--- config.mk ---
export PLATFORM = sky130hd
export DESIGN_NAME = counter_game_sequencer
export DESIGN_NICKNAME = d
export VERILOG_FILES = /design/src/rtl/counter_game_pkg.sv /design/src/rtl/mode_slot_timer.sv /design/src/rtl/counter_game_sequencer.sv
export SDC_FILE = /design/constraint.sdc
export NUM_CORES = 1
export LEC_CHECK = 0
export CORE_UTILIZATION = 51
export CTS_CLUSTER_DIAMETER = 30
export DETAILED_ROUTE_END_ITERATION = 6
export GPL_TIMING_DRIVEN = 0
export PLACE_DENSITY = 0.76
export SLEW_MARGIN = 10
export SYNTH_ARGS = -nofsm -noshare
export SYNTH_HDL_FRONTEND = slang
export SYNTH_SLANG_ARGS = --single-unit
--- constraint.sdc ---
create_clock -name clk -period 2.4 [get_ports clk]
set_clock_uncertainty 0.15 [all_clocks]
set_input_delay 0.48 -clock clk [delete_from_list [all_inputs] [get_ports clk]]
set_output_delay 0.48 -clock clk [all_outputs]
set_load 0.1 [all_outputs]
--- src/rtl/counter_game_pkg.sv ---
// Shared types and helpers for the multi-mode counter game sequencer.
package counter_game_pkg;

    typedef enum logic [1:0] {
        UP_ONE   = 2'b00,
        UP_TWO   = 2'b01,
        DOWN_ONE = 2'b10,
        DOWN_TWO = 2'b11
    } ctrl_e;

    typedef enum logic [1:0] {
        WHO_NONE   = 2'b00,
        WHO_LOSER  = 2'b01,
        WHO_WINNER = 2'b10,
        WHO_ABORT  = 2'b11
    } who_e;

    typedef enum logic [1:0] {
        IDLE,
        LOAD,
        RUN,
        DONE
    } seq_state_e;

    localparam int unsigned EVT_W = 4;

    function automatic logic [EVT_W-1:0] sat_inc_evt(input logic [EVT_W-1:0] v);
        return (v == '1) ? v : v + EVT_W'(1);
    endfunction

endpackage

--- src/rtl/mode_slot_timer.sv ---
// Dwell down-counter and 2-bit slot pointer stepping the mode schedule.
module mode_slot_timer #(
    parameter int unsigned DWELL_W = 8
) (
    input  logic               clk,
    input  logic               rst_l,
    input  logic               clear,
    input  logic               enable,
    input  logic [DWELL_W-1:0] dwell,
    output logic [1:0]         slot
);

    logic [DWELL_W-1:0] remain_q, remain_d, reload;
    logic [1:0]         slot_q, slot_d;

    always_comb begin
        // A dwell of 0 behaves like 1: advance every cycle.
        reload   = (dwell == '0) ? '0 : dwell - DWELL_W'(1);
        remain_d = remain_q;
        slot_d   = slot_q;
        if (clear) begin
            remain_d = reload;
            slot_d   = 2'd0;
        end else if (enable) begin
            if (remain_q == '0) begin
                remain_d = reload;
                slot_d   = slot_q + 2'd1;
            end else begin
                remain_d = remain_q - DWELL_W'(1);
            end
        end
    end

    always_ff @(posedge clk) begin
        if (!rst_l) begin
            remain_q <= '0;
            slot_q   <= 2'd0;
        end else begin
            remain_q <= remain_d;
            slot_q   <= slot_d;
        end
    end

    assign slot = slot_q;

endmodule

--- src/rtl/counter_game_sequencer.sv ---
// Game controller: accepts a request, loads the counter, steps its mode schedule, reports result.
// Optional watchdog enabled by defining GAME_TIMEOUT_EN (adds the timeout output).
module counter_game_sequencer
    import counter_game_pkg::*;
#(
    parameter int unsigned COUNTER_SIZE = 4,
    parameter int unsigned DWELL_W      = 8,
    parameter int unsigned CYC_W        = 16
`ifdef GAME_TIMEOUT_EN
    ,
    parameter int unsigned MAX_CYCLES   = 4000
`endif
) (
    input  logic                    clk,
    input  logic                    rst_l,
    input  logic                    start_valid,
    output logic                    start_ready,
    input  logic [COUNTER_SIZE-1:0] load_value,
    input  logic [7:0]              mode_seq,
    input  logic [DWELL_W-1:0]      dwell,
    input  logic                    abort,
    output logic                    cnt_init,
    output logic [COUNTER_SIZE-1:0] cnt_load_value,
    output logic [1:0]              cnt_ctrl,
    input  logic                    cnt_winner,
    input  logic                    cnt_loser,
    input  logic                    cnt_gameover,
    input  logic [1:0]              cnt_who,
    output logic                    done_valid,
    input  logic                    done_ready,
    output logic [1:0]              result_who,
    output logic [CYC_W-1:0]        result_cycles,
    output logic [EVT_W-1:0]        win_events,
    output logic [EVT_W-1:0]        lose_events,
`ifdef GAME_TIMEOUT_EN
    output logic                    timeout,
`endif
    output logic                    busy
);

    seq_state_e              state_q, state_d;
    logic [COUNTER_SIZE-1:0] load_q, load_d;
    logic [7:0]              mode_q, mode_d;
    logic [DWELL_W-1:0]      dwell_q, dwell_d;
    logic [CYC_W-1:0]        cycles_q, cycles_d;
    logic [EVT_W-1:0]        win_q, win_d, lose_q, lose_d;
    logic [1:0]              who_q, who_d;
    logic                    start_ready_q, busy_q, cnt_init_q, done_valid_q;
    logic [1:0]              slot;
`ifdef GAME_TIMEOUT_EN
    logic                    timeout_q, timeout_d;
`endif

    mode_slot_timer #(
        .DWELL_W(DWELL_W)
    ) u_slot_timer (
        .clk   (clk),
        .rst_l (rst_l),
        .clear (state_q != RUN),
        .enable(state_q == RUN),
        .dwell (dwell_q),
        .slot  (slot)
    );

    always_comb begin
        state_d  = state_q;
        load_d   = load_q;
        mode_d   = mode_q;
        dwell_d  = dwell_q;
        cycles_d = cycles_q;
        win_d    = win_q;
        lose_d   = lose_q;
        who_d    = who_q;
`ifdef GAME_TIMEOUT_EN
        timeout_d = timeout_q;
`endif
        unique case (state_q)
            IDLE: begin
                if (start_valid && start_ready_q) begin
                    load_d   = load_value;
                    mode_d   = mode_seq;
                    dwell_d  = dwell;
                    cycles_d = '0;
                    win_d    = '0;
                    lose_d   = '0;
                    who_d    = WHO_NONE;
`ifdef GAME_TIMEOUT_EN
                    timeout_d = 1'b0;
`endif
                    state_d  = LOAD;
                end
            end
            LOAD: begin
                if (abort) begin
                    who_d   = WHO_ABORT;
                    state_d = DONE;
                end else begin
                    state_d = RUN;
                end
            end
            RUN: begin
                cycles_d = (cycles_q == '1) ? cycles_q : cycles_q + CYC_W'(1);
                if (cnt_winner) win_d = sat_inc_evt(win_q);
                if (cnt_loser)  lose_d = sat_inc_evt(lose_q);
                // Gameover takes priority over a simultaneous abort.
                if (cnt_gameover) begin
                    who_d   = cnt_who;
                    state_d = DONE;
                end else if (abort) begin
                    who_d   = WHO_ABORT;
                    state_d = DONE;
                end
`ifdef GAME_TIMEOUT_EN
                else if (cycles_d >= CYC_W'(MAX_CYCLES)) begin
                    who_d     = WHO_ABORT;
                    timeout_d = 1'b1;
                    state_d   = DONE;
                end
`endif
            end
            DONE: begin
                if (done_ready) state_d = IDLE;
            end
            default: state_d = IDLE;
        endcase
    end

    always_ff @(posedge clk) begin
        if (!rst_l) begin
            state_q       <= IDLE;
            load_q        <= '0;
            mode_q        <= '0;
            dwell_q       <= '0;
            cycles_q      <= '0;
            win_q         <= '0;
            lose_q        <= '0;
            who_q         <= '0;
            start_ready_q <= 1'b0;
            busy_q        <= 1'b0;
            cnt_init_q    <= 1'b0;
            done_valid_q  <= 1'b0;
`ifdef GAME_TIMEOUT_EN
            timeout_q     <= 1'b0;
`endif
        end else begin
            state_q       <= state_d;
            load_q        <= load_d;
            mode_q        <= mode_d;
            dwell_q       <= dwell_d;
            cycles_q      <= cycles_d;
            win_q         <= win_d;
            lose_q        <= lose_d;
            who_q         <= who_d;
            start_ready_q <= (state_d == IDLE);
            busy_q        <= (state_d != IDLE);
            cnt_init_q    <= (state_d == LOAD);
            done_valid_q  <= (state_d == DONE);
`ifdef GAME_TIMEOUT_EN
            timeout_q     <= timeout_d;
`endif
        end
    end

    // Built only from registered state, slot and schedule; no input-to-output path.
    always_comb begin
        cnt_ctrl = UP_ONE;
        if (state_q == RUN) begin
            unique case (slot)
                2'd0: cnt_ctrl = mode_q[1:0];
                2'd1: cnt_ctrl = mode_q[3:2];
                2'd2: cnt_ctrl = mode_q[5:4];
                2'd3: cnt_ctrl = mode_q[7:6];
                default: cnt_ctrl = UP_ONE;
            endcase
        end
    end

    assign start_ready    = start_ready_q;
    assign busy           = busy_q;
    assign cnt_init       = cnt_init_q;
    assign cnt_load_value = load_q;
    assign done_valid     = done_valid_q;
    assign result_who     = who_q;
    assign result_cycles  = cycles_q;
    assign win_events     = win_q;
    assign lose_events    = lose_q;
`ifdef GAME_TIMEOUT_EN
    assign timeout        = timeout_q;
`endif

endmodule

; Word level (Yosys, flattened, before mapping)
; Cells that the tools add are included.
[totals]
register_bits = 62
latch_bits = 0
mem_bits_rw = 0
rom_bits = 0
input_bits = 30
output_inout_bits = 36
word_cells = 82
n_memories = 0
[classes]
addsub = 6
n_mul = 0
n_div = 0
order_cmp = 0
eq_ne = 18
n_shift = 0
n_mux = 26
bitwise = 1
reduce_logical = 17
[op_table]
columns = operator, n
row1 = 16-bit two-way mux, 2
row2 = 8-bit two-way mux, 4
row3 = 16-bit case mux with 2 select lines, 1
row4 = 4-bit two-way mux, 5
row5 = "16-bit by 1-bit adder with 16-bit output, second input constant", 1
row6 = "16-bit == test, second input constant", 1
row7 = 8-bit logical NOT, 2
row8 = 2-bit two-way mux, 8
row9 = 2-bit case mux with 4 select lines, 2
row10 = 4-bit case mux with 2 select lines, 2
row11 = "8-bit by 1-bit subtractor with 8-bit output, second input constant", 2
row12 = "2-bit inequality test, second input constant", 7
row13 = "2-bit == test, second input constant", 5
row14 = "4-bit by 1-bit adder with 4-bit output, second input constant", 2
row15 = "4-bit == test, second input constant", 2
row16 = 4-bit AND reduction, 2
row17 = "2-bit by 1-bit == test with 1-bit output, second input constant", 3
row18 = 2-bit logical NOT, 3
row19 = 2-bit case mux with 3 select lines, 1
row20 = 2-bit AND reduction, 3
row21 = 2-bit nonzero test, 3
row22 = 3-bit AND reduction, 1
row23 = 3-bit nonzero test, 1
row24 = "2-bit by 1-bit adder with 2-bit output, second input constant", 1
row25 = 4 further kinds, 4

; Logic depth before layout (Yosys ltp)
; Gate-level depths: netlist of run 1.
[logic_depth]
ltp_word = 5
ltp_mapped = 9
mapped_depth_nobuf = 6

; Modules after synthesis
; From an unflattened synthesis of run 1, not the netlist that was laid out.
[hier_totals]
cells_unflattened = 394
area_unflattened_um2 = 3215.6
[by_module_without_submodules]
columns = module, n_inst, cells_each, area_per_inst_um2, seq_area_each_um2
row1 = counter_game_sequencer, 1, 304, 2442.3, 1041.0
row2 = mode_slot_timer, 1, 90, 773.2, 200.2

; Least setup slack after synthesis of run 1
; Ideal clock, no wire load.
[synth_path]
path_kind = reg-to-output
start = register state_q[0]
end = output cnt_ctrl[0]
arrival_ns = 2.222
t_required_ns = 1.770
slack_ns = -0.452
path_stages_with_launch = 7
path_buffers = 2
path_cell_list = dfxtp_1 inv_1 ha_1 buf_2 inv_1 clkbuf_1 nor2_1
[synth_between]
elab_chain_cells = 2
[synth_lines]
columns = element, line
row1 = "start, declared", counter_game_sequencer.sv:41  ; seq_state_e state_q, state_d;
row2 = "start signal, assigned", counter_game_sequencer.sv:146  ; state_q <= state_d;
row3 = 2-bit == test, counter_game_sequencer.sv:167  ; if (state_q == RUN) begin
row4 = 2-bit two-way mux, counter_game_sequencer.sv:167
row5 = "end, declared", counter_game_sequencer.sv:24  ; output logic [1:0] cnt_ctrl,
; Every way passes these cells.

; Final worst setup path of run 1
[layout_path]
start = register u_slot_timer.slot_q[1] (netlist: u_slot_timer.slot[1])
end = output cnt_ctrl[0]
[layout_between]
elab_chain_cells = 3
elab_cells_between_ends = 6
classes_between = eq/ne (3) / mux (2) / reduce/logical (1)
[layout_lines]
columns = element, line
row1 = "start, declared", mode_slot_timer.sv:14  ; logic [1:0] slot_q, slot_d;
row2 = "start signal, assigned", mode_slot_timer.sv:40  ; slot_q <= slot_d;
row3 = 2-bit == test (tied with other cells), counter_game_sequencer.sv:168  ; unique case (slot)
row4 = 2-bit case mux with 4 select lines *, counter_game_sequencer.sv:168
row5 = 2-bit two-way mux *, counter_game_sequencer.sv:167
; Mark *: on every way between the ends. The rest lies on a longest branch, timed or not.

==> results of run 1 <==
[area by class of cell]
cell class              instances  area (µm²)
clock inverters                 3        42.5
multi-input cells             288        1860
inverters                      17        67.6
fillers                       514        1810
plain buffers                  17        73.8
well taps                      75        93.8
flip-flops and latches         62        1250
repair buffers                 67         623
clock buffers                  12         165
[power by group]
group / internal, mW / switching (mW)
registers: 1.10 / 0.0665
logic: 0.272 / 0.438
clock network: 0.557 / 0.408
[critical path, stage by stage (launching register included)]
cell and delay, ps:
dfxtp_4 370, inv_2 40, ha_2 170, a222oi_1 310, nor2_1 100, a21oi_1 130
nor2_1 70, buf_6 180
[logic make-up (layout without fill, tap and decap cells)]
| family | Yosys count | count (layout) | share of synthesized area, % |
|---|---|---|---|
| AND/OR/NAND/NOR | 147 | 147 | 24.6 |
| flip-flops | 62 | 62 | 38.6 |
| adder cells (fa/ha/maj) | 16 | 16 | 6.23 |
| XOR/XNOR | 5 | 5 | 1.36 |
| AO/OA/AOI/OAI | 111 | 111 | 22.1 |
| multiplexers | 9 | 9 | 2.80 |
| buffers and inverters | 35 | 116 | 4.21 |
[timing repair]
| action | 4_1_cts | 5_1_grt |
|---|---|---|
| buffers inserted | 1 | 2 |
| gates resized for setup | 53 | 16 |
| hold buffers | 0 | 0 |
| setup endpoints to repair | 39 | 25 |
| pin swaps | 0 | 4 |
| cloned | 0 | 0 |
| hold endpoints to repair | 0 | 0 |
[metal layers]
layer  global-route usage, %  vias up  part of all wire (%)
met5                       0        -                     0
met2                    45.3      103                    48
met4                    9.29        0                   1.4
met1                    34.4     1496                    44
met3                    5.62       12                   5.8
li1                        -     1565                     -
[layout by cell type, fill, tap and decap left out, types with 6 or more instances in the layout]
cell             count
or3_1                9
nand2_1             61
or4_1               12
clkdlybuf4s50_1     28
dfxtp_1             54
nor2_1              14
ha_1                14
o21a_1               7
clkbuf_8            12
o21ai_0             13
inv_1               14
nor3_1               6
clkbuf_1             9
dfxtp_2              7
dlygate4sd2_1       34
mux2i_1              9
o31ai_1              9
nand3_1             12
a21oi_1             46
[synthesized netlist by cell type (3+ instances only)]
cell,count,area share (%)
a21oi_1,47,7.3
nor2b_1,4,0.78
o31ai_1,9,2.1
nor4_2,3,1.2
or3_1,9,1.8
nand3_1,12,1.9
clkbuf_1,13,1.5
mux2i_1,9,2.8
a211oi_1,6,1.4
nor2_1,14,1.6
xnor2_1,3,0.82
nand2_1,61,7.1
o21ai_0,13,2.0
nand4_1,4,0.78
nand4b_1,3,0.82
dfxtp_1,62,39
a21o_1,3,0.70
nor3_1,6,0.93
inv_1,17,2.0
and3_1,5,0.97
o21a_1,7,1.6
or4_1,12,2.8
buf_2,3,0.47
ha_1,16,6.2
[state kept, by name, indices dropped and copies added, names as in the netlist]
name and flops:
result_who 2, win_events 4, mode_q 8, lose_events 4, dwell_q 8, result_cycles 16, cnt_load_value 4, cnt_init 1
done_valid 1, state_q 2, u_slot_timer.remain_q 8, start_ready 1, busy 1, u_slot_timer.slot 2
[worst paths after layout]
path | start | end | slack, ps | cells past startpoint
max | u_slot_timer.slot[1] | cnt_ctrl[0] | 50 | 7
min reg2reg | cnt_load_value[2] | cnt_load_value[2] | 300 | 2
min | cnt_load_value[2] | cnt_load_value[2] | 300 | 2
max reg2reg | state_q[0] | result_cycles[2] | 160 | 8
[per-stage QoR]
step	hold WS (ps)	instances	utilization [%]	cell area (µm²)	setup TNS, ps
6_report	304	541	69.8	4180	0
4_1_cts	306	539	69.1	4140	0
3_3_place_gp	294	524	66.0	3950	-3480
5_1_grt	329	541	69.8	4180	-62.5
3_5_place_dp	298	524	66.0	3950	-4170
2_1_floorplan	286	385	-	3220	-905
==> flow_metrics.tcl, run 1 <==
set metrics [dict create \
    ys.warnings.count 0 \
    dr.pass1.iters 4 \
    ys_seq_area_share_pct 38.6 \
    worst_slew_pin_slew_ps 984 \
    max_slew_margin_pct 34.6 \
    clkLatencyLatePin_ps 340 \
    port_buffers 64 \
    fin_crit_sh_pct 97.8 \
    avgSynthCellArea_um2 8.35 \
    required_ps 1770 \
    drt_wl_total_mm 8.29 \
    place_hpwl_mm 5.90 \
    grtUsageTotal_pct 27.1 \
    critical_path_class "flip-flop to output port" \
    async_reset_ff_share_pct 0 \
    ant_nets 0 \
    cts.sinks 62 \
    finalHoldViolCount 0 \
    ys_types 52 \
    route.detailed.drc 0 \
    syn_nets 431 \
    layout.nets 508 \
    post_drt_wl_per_cell_um 15.3 \
    antenna_found_initial 0 \
    die_w_um 81.4 \
    maxSlewViolCount 0 \
    vias 3176 \
    viasPerCell 5.87 \
    h-tree-depth 3 \
    synth-main-ff-cell "dfxtp_1" \
    cts_max_path_buffers 2 \
    arrival_ps 1720 \
    peakVddDrop_v 0.000496 \
    start_kind "flip-flop" \
    maxClockFrequency_mhz 426 \
    power_density_mw_per_mm2 680 \
    diodes 0 \
    die_area_mm2 0.00662 \
    grt_max_degree 11 \
    area_growth_pct 30.1 \
    cts_inserted_buffers 9 \
    grt_pass1_vias 2821 \
    cp_max_fo 4 \
    final_layout_size_suffix_gt1_share_pct 10.7 \
    detailedPlace.worstSlack_ps -737 \
    grt_pass1_wl_mm 13.5 \
    end_kind "output port" \
    overflow 0 \
    drtIter0Drc 175 \
    outcome "finished clean" \
    maxCapViolCount 0 \
    place_congestion 0.864 \
    die_y_um 81.4 \
    cts_tree "yes" \
    rows 28 \
    cts_root_buffer "clkbuf_8" \
    core_area_mm2 0.00599 \
    p_leak_nw 1.66 \
    finalPower_mw 2.84 \
    start_util_pct 53.6 \
    hp-class "flip-flop to flip-flop" \
    syn_area_mm2 0.00321 \
    io_pins 66 \
    cts.clk_slew.worst_paths_ps 70 \
    synth-edff-count 0 \
    min_period_ps 2350 \
    grt_setup_unrepaired "yes" \
    worst_slack_ps 53.1 \
    ys_seq_elements 62 \
    netlist_instances 385 \
    setup_viol 0 \
]
Note: power is estimated with default switching activity, not from simulation.
==> inputs of run 2 (changes only) <==
- CORE_UTILIZATION: 51 -> 55
- CTS_CLUSTER_DIAMETER: 30 -> default
- GPL_ROUTABILITY_DRIVEN: default -> 0
- PLACE_DENSITY: 0.76 -> 0.81
- clock period: 2.4 -> 2.9 ns (I/O delays scaled with it)
==> flow_metrics.tcl, run 2 (synthesis gave the netlist of run 1 again) <==
set metrics [dict create \
    outcome "finished clean" \
    fin_cells 536 \
    maxSlewViolCount 0 \
    layout.nets 505 \
    ant_nets 0 \
    post_drt_wl_per_cell_um 14.9 \
    maxCapViolCount 0 \
    critPathBufInv 4 \
    peakVddDrop_v 0.000569 \
    largest_reg_flops 16 \
    clkLatencyLatePin_ps 340 \
    power_density_mw_per_mm2 580 \
    cts_inserted_buffers 9 \
    vias 3146 \
    min_period_ps 2740 \
    route.detailed.drc 0 \
    fin_crit_sh_pct 94.4 \
    port_buffers 64 \
    worst_slew_pin_slew_ps 983 \
    crit_path_start "state_q[0]" \
    cts.clk_slew.worst_paths_ps 70 \
    drtIter0Drc 170 \
    hp-class "flip-flop to flip-flop" \
    diodes 0 \
    r2r_end "result_cycles[5]" \
    die_y_um 78.4 \
    start_util_pct 57.6 \
    core_area_mm2 0.00557 \
    grt_pass1_vias 2928 \
    utilization_pct 74.5 \
    grt_max_degree 13 \
    cp_cell_sequence "inv_1 -> ha_1 -> buf_2 -> inv_1 -> nor2_1 -> buf_2" \
    dr.pass1.iters 4 \
    io_pins 66 \
    rows 27 \
    end_kind "output port" \
    whs_endpoint "mode_q[0]" \
    area_growth_pct 29.2 \
    cts.sinks 62 \
    antenna_found_initial 0 \
    required_ps 2170 \
    setup_viol 0 \
    h-tree-depth 3 \
    fin_area_mm2 0.00415 \
    cts_max_path_buffers 2 \
    holdCritStartpoint "mode_q[0]" \
    drt_wl_total_mm 8.01 \
    timing.reg2reg.setup_slack_ps 390 \
    worst_slack_ps 162 \
    cts_setup_buffers 0 \
    cp_max_fo 12 \
    start_kind "flip-flop" \
    ff2ff_path_depth 9 \
    r2r_start "state_q[0]" \
    p_leak_nw 1.48 \
    max_slew_margin_pct 34.3 \
    cts_root_buffer "clkbuf_8" \
    cp_slowest_stage_delay_ps 450 \
    dp_cells 521 \
    cts_tree "yes" \
    die_area_mm2 0.00615 \
    arrival_ps 2010 \
    fin_setup_tns_ps 0 \
    slowest_stage "dfxtp_1" \
    viasPerCell 5.87 \
    maxClockFrequency_mhz 365 \
    final_cell_mix "dfxtp_1, clkdlybuf4s50_1, nand2_1" \
    critical_path_class "flip-flop to output port" \
    overflow 0 \
    detailedPlace.worstSlack_ps -386 \
    die_w_um 78.4 \
    grtUsageTotal_pct 27.3 \
    placedInstanceArea_mm2 0.00394 \
    grt_pass1_wl_mm 13.0 \
    grt_setup_unrepaired "no" \
    critPathTopFamily "buffers and inverters" \
    hold_depth 2 \
    finalHoldViolCount 0 \
    final_layout_size_suffix_gt1_share_pct 5.82 \
    place_hpwl_mm 5.89 \
]
## run 2: cell types whose count changed in the layout (fill, tap and decap cells not counted), moves of 4 or more
cell,delta
clkbuf_1,+4
clkdlybuf4s50_1,+34
dfxtp_1,+8
dfxtp_2,-7
dlygate4sd2_1,-34
## run 2: power by group
group          switching (mW)  leakage, nW  internal [mW]
Combinational           0.358        0.871          0.231
Clock                   0.346        0.110          0.509
Sequential             0.0566        0.503          0.910
Total                   0.761         1.48           1.65
## run 2: worst min-delay path: stages, from the launching register on
cell	delay [ps]
dfxtp_1	310
nand2_1	50
a21oi_1	50
## run 2: final cells by class
class / instances / area (µm²)
Multi-Input combinational cell: 288 / 1840
Fill cell: 439 / 1420
Sequential cell: 62 / 1240
Timing Repair Buffer: 64 / 631
Clock buffer: 11 / 141
Tap cell: 72 / 90.1
Clock inverter: 5 / 81.3
Buffer: 17 / 67.6
Inverter: 17 / 63.8
## run 2: worst max-delay path by stage
stage / end / cells past startpoint
3_3_place_gp: cnt_ctrl[0] / 7
3_5_place_dp: cnt_ctrl[1] / 7
5_1_grt: cnt_ctrl[1] / 6
6_report: cnt_ctrl[1] / 6
4_1_cts: cnt_ctrl[0] / 6
2_1_floorplan: cnt_ctrl[0] / 6
## run 2: per-stage QoR
stage / total power [mW] / hold slack, ps
2_1_floorplan: 1.41 / 286
3_3_place_gp: 1.55 / 293
3_5_place_dp: 1.57 / 299
4_1_cts: 2.42 / 311
5_1_grt: 2.52 / 336
6_report: 2.41 / 310
## run 2: layer usage
metal	part of all wire (%)	GRT usage [%]	vias to the layer above
met4	2.1	13.9	0
met3	4.6	4.77	14
met1	46	32.5	1477
met2	48	47.0	86
met5	0	0	-
li1	-	-	1569
## run 2: repair_timing
action / 4_1_cts / 5_1_grt
hold buffers: 0 / 0
endpoints found under the setup margin: 2 / 0
resized for setup: 10 / 0
==> inputs of run 3 (changes only) <==
- CAP_MARGIN: default -> 20
==> results of run 3 <==
Same layout as run 2: the final DEF is identical, and so are final timing and power.
